## src/rtl/fpu_sequencer.sv

```systemverilog
// IDLE/BUSY/DONE issue controller for the multi-cycle FP units: captures an E-stage FP op,
// stalls the front end for the unit's fixed latency, then emits a one-cycle writeback pulse.
module fpu_sequencer #(
  parameter int LAT_ADD  = 2,
  parameter int LAT_MUL  = 2,
  parameter int LAT_DIV  = 10,
  parameter int LAT_SQRT = 12,
  parameter int CW       = 4
) (
  input  logic        clk,
  input  logic        reset,
  input  logic        issue,
  input  logic [2:0]  fpu_cont,
  input  logic [31:0] a,
  input  logic [31:0] b,
  input  logic [4:0]  rd,
  input  logic        kill,
  output logic [2:0]  unit_op,
  output logic [31:0] unit_a,
  output logic [31:0] unit_b,
  output logic        unit_start,
  input  logic [31:0] unit_y,
  output logic        stall,
  output logic        busy,
  output logic        res_valid,
  output logic [31:0] res,
  output logic [4:0]  res_rd,
  output logic        err
);

  typedef enum logic [1:0] {IDLE, BUSY, DONE} state_t;

  state_t        state_reg;
  logic [CW-1:0] cnt_reg;
  logic [2:0]    unit_op_reg;
  logic [31:0]   unit_a_reg, unit_b_reg, res_reg;
  logic [4:0]    res_rd_reg;
  logic          unit_start_reg, err_reg;
  logic          capture, illegal;

  function automatic logic [CW-1:0] lat_of(input logic [2:0] op);
    case (op)
      3'd0, 3'd1: lat_of = CW'(LAT_ADD);
      3'd2:       lat_of = CW'(LAT_MUL);
      3'd3:       lat_of = CW'(LAT_DIV);
      3'd4:       lat_of = CW'(LAT_SQRT);
      default:    lat_of = CW'(1);
    endcase
  endfunction

  assign capture = (state_reg == IDLE) && issue && !kill;
  assign illegal = (unit_op_reg > 3'd4);

  always_ff @(posedge clk) begin
    if (reset) begin
      state_reg      <= IDLE;
      cnt_reg        <= '0;
      unit_op_reg    <= '0;
      unit_a_reg     <= '0;
      unit_b_reg     <= '0;
      res_reg        <= '0;
      res_rd_reg     <= '0;
      unit_start_reg <= 1'b0;
      err_reg        <= 1'b0;
    end else begin
      unit_start_reg <= 1'b0;
      case (state_reg)
        IDLE: begin
          if (capture) begin
            unit_op_reg    <= fpu_cont;
            unit_a_reg     <= a;
            unit_b_reg     <= b;
            res_rd_reg     <= rd;
            cnt_reg        <= lat_of(fpu_cont);
            err_reg        <= 1'b0;
            unit_start_reg <= 1'b1;
            state_reg      <= BUSY;
          end
        end
        BUSY: begin
          if (kill) begin
            state_reg <= IDLE;
          end else begin
            cnt_reg <= cnt_reg - CW'(1);
            // Last latency cycle: unit_y is valid now; illegal ops never drive a unit.
            if (cnt_reg == CW'(1)) begin
              res_reg   <= illegal ? 32'd0 : unit_y;
              err_reg   <= illegal;
              state_reg <= DONE;
            end
          end
        end
        DONE:    state_reg <= IDLE;
        default: state_reg <= IDLE;
      endcase
    end
  end

  // Reset masks the combinational handshakes so nothing leaks out during the reset cycles.
  assign stall     = !reset && !kill &&
                     (((state_reg == IDLE) && issue) || (state_reg == BUSY));
  assign res_valid = !reset && !kill && (state_reg == DONE);
  assign err       = res_valid && err_reg;
  assign busy      = (state_reg != IDLE);

  assign unit_op    = unit_op_reg;
  assign unit_a     = unit_a_reg;
  assign unit_b     = unit_b_reg;
  assign unit_start = unit_start_reg;
  assign res        = res_reg;
  assign res_rd     = res_rd_reg;

endmodule
```

## config.mk

```make
export PLATFORM = sky130hd
export DESIGN_NAME = fpu_sequencer
export DESIGN_NICKNAME = d
export VERILOG_FILES = /design/src/rtl/fpu_sequencer.sv
export SDC_FILE = /design/constraint.sdc
export NUM_CORES = 1
export LEC_CHECK = 0
export ABC_AREA = 1
export BUFFER_PORTS_ARGS = -buffer_cell sky130_fd_sc_hd__buf_2
export CAP_MARGIN = 20
export CORE_ASPECT_RATIO = 1.1
export CORE_UTILIZATION = 50
export CTS_BUF_LIST = sky130_fd_sc_hd__clkbuf_8
export DETAILED_ROUTE_END_ITERATION = 10
export GPL_TIMING_DRIVEN = 0
export PLACE_DENSITY = 0.87
export SLEW_MARGIN = 20
export SYNTH_ARGS = -nofsm -noshare
export SYNTH_HDL_FRONTEND = slang
export SYNTH_SLANG_ARGS = --single-unit
```

## constraint.sdc

```tcl
create_clock -name clk -period 3.9 [get_ports clk]
set_input_delay 0.39 -clock clk [delete_from_list [all_inputs] [get_ports clk]]
set_output_delay 0.39 -clock clk [all_outputs]
set_load 0.005 [all_outputs]
```

==> results.tsv <==
metric	value	unit
status	completed	
clock network fraction of total power	31.3	%
Pre-antenna DRT Iters	4	
Mean Syn Cell Area	7.85	sq um
CP startpoint kind	flip-flop	
IO Port Bufs	216	
Final Net Count	867	
Hold Startpoint	reset	
worst-margin pin slew	0.463	ns
Seq pwr share	55.2	%
clock period minus worst slack	1.94	ns
drt drc	0	
clk_skew	0.00953	ns
Unique masters post-synth	24	
dpl ws	2.14	ns
drt wl/cell	12.9	um
number of top-level pins	217	
net switching share of the total power	26.3	%
max cap viols	0	
postcts setup bufs	0	
Hold Crit Class	input pin to flip-flop	
die area	8690	sq um
Fin Setup TNS	0	ns
Num CTS Buffers	9	
layout cells sized above 1	34.3	%
Leakage	2.84	nW
vias in the first global route	4005	
Root Buffer	clkbuf_8	
Critical Path RT	3.51	ns
Clock Sinks	112	
Crit Path Class	flip-flop to primary output	
TritonCTS clock tree	built	
Fill cells	686	
clock transition at the registers of the reported paths	0.11	ns
mapped cell area	4160	sq um
register area share after synthesis	53.9	%
Area Growth Syn to Fin	34.1	%
Final Hold Fails	0	
final cycle utilization of the critical path	49.7	%
H-tree levels	3	
commonest non-fill, non-tap cells in the layout	220 x buf_2, 152 x nor2_1, 112 x dfxtp_1	
combinational share of power	13.5	%
initial antenna violation count	0	
post-cts gate resize count	0	
Hold-fix buffers, CTS	0	
Worst Setup Slack, final	1.96	ns
Die Y	97.7	um
pin count of the biggest net entering global routing	20	
CP arrival	1.55	ns
headroom to the max-slew limit	69.2	%
routability cong.	0.881	
effective utilization at floorplan	52.0	%
Crit. Startpoint	state_reg[1]	
Max rail drop VDD	0.000259	V
n_diodes	0	
Crit Reg-Reg Startpoint	cnt_reg[1]	
pwr/cell area	401	nW/um^2
drt initial violations	143	
FF+latch count, synth	112	
Mapped Cells	530	
Max Clock Freq	516	MHz
CP max FO	8	
routed vias/inst	4.93	
count of final max-slew check failures	0	
Rows	34	
synth warn	0	
RSZ-0062 raised after global routing	false	
element type at the critical path end	primary output	
remaining global-route overflow	0	
HPWL Detailed	8750	um
Final setup viols	0	
syn_nets	640	
Die Width	89.0	um
most common cell after layout, fill and taps aside	buf_2	
final WL	11200	um
first-pass GRT wire length	17500	um
switching power	0.000587	W
Tot GR Track Use	25.7	%
remaining antenna violation count	0	
clock latency on the worst-skew pair	0.37	ns
routed via count	4291	
CTS max path bufs	2	
Pint	0.00165	W
core outline area	8000	sq um
==> power groups by stage <==
| stage | registers [W] | logic, W | clock network, W |
|---|---|---|---|
| CTS | 0.00123 | 0.000305 | 0.000714 |
| global route | 0.00124 | 0.000344 | 0.000759 |
| floorplan | 0.00126 | 0.000151 | 0 |
| detailed placement | 0.00126 | 0.000303 | 0 |
| global placement | 0.00125 | 0.000292 | 0 |
| finish | 0.00123 | 0.000303 | 0.000699 |
==> cell usage after synthesis <==
library cell	number	area share, %
o21ai_0	81	9.7
nand3_2	1	0.24
and2_1	1	0.15
nand2_1	47	4.2
nand3_1	40	4.8
inv_1	13	1.2
nor3_1	1	0.12
ha_1	2	0.60
clkbuf_2	1	0.12
buf_2	4	0.48
buf_4	12	2.2
nand4_4	1	0.51
buf_6	5	1.4
nor2_1	152	14
o21ai_1	29	3.5
nor2_2	2	0.30
nor2_4	1	0.27
buf_1	2	0.18
nor4_1	1	0.15
inv_2	2	0.18
nand2_2	1	0.15
clkbuf_1	12	1.1
a21oi_1	7	0.84
dfxtp_1	112	54
==> final cells by class <==
type                    count  area, sq um  share of cell area [%]
repair buffers            216         1080                    19.4
well taps                 108          135                    2.42
flip-flops and latches    112         2240                    40.2
multi-input cells         367         1640                    29.4
inverters                  15         56.3                    1.01
plain buffers              36          224                    4.02
clock buffers               9          124                    2.22
clock inverters             7         76.3                    1.37
==> worst max-delay path, stage by stage (launching register included) <==
cell and delay [ns]:
dfxtp_1 0.35, nor2_1 0.19, inv_1 0.08, nor2_2 0.25
nand2_1 0.11, inv_1 0.09, buf_2 0.11
==> logic make-up after synthesis <==
| kind of cell | synth area share [%] |
|---|---|
| compound gates | 14.1 |
| fa+ha+maj | 0.602 |
| buf+inv | 6.74 |
| flops | 53.9 |
| simple gates | 24.7 |
==> worst paths after layout <==
check / end / cells past startpoint / slack, ns
hold reg to reg: unit_op[1] / 2 / 0.48
setup / recovery: stall / 6 / 1.96
hold / removal: unit_start / 2 / 0.24
setup reg to reg: res[6] / 8 / 2.40
==> through the flow <==
step                power (W)  hold slack [ns]  instances  utilization (%)  instance area [sq um]
global placement      0.00155            0.458        854             67.2                   5380
global route          0.00234            0.236        870             69.7                   5580
detailed placement    0.00156            0.465        854             67.2                   5380
floorplan             0.00141            0.444        530                -                   4160
finish                0.00223            0.244        870             69.7                   5580
CTS                   0.00225            0.230        870             69.7                   5580
==> metal layers <==
layer | part of all wire [%] | up-vias | track usage [%]
met2 | 51 | 157 | 48.1
met5 | 0 | - | 0
li1 | - | 2173 | -
met4 | 1.9 | 0 | 8.18
met1 | 40 | 1943 | 27.2
met3 | 7.1 | 18 | 6.71
No activity file was read; power rests on OpenSTA's default activity.
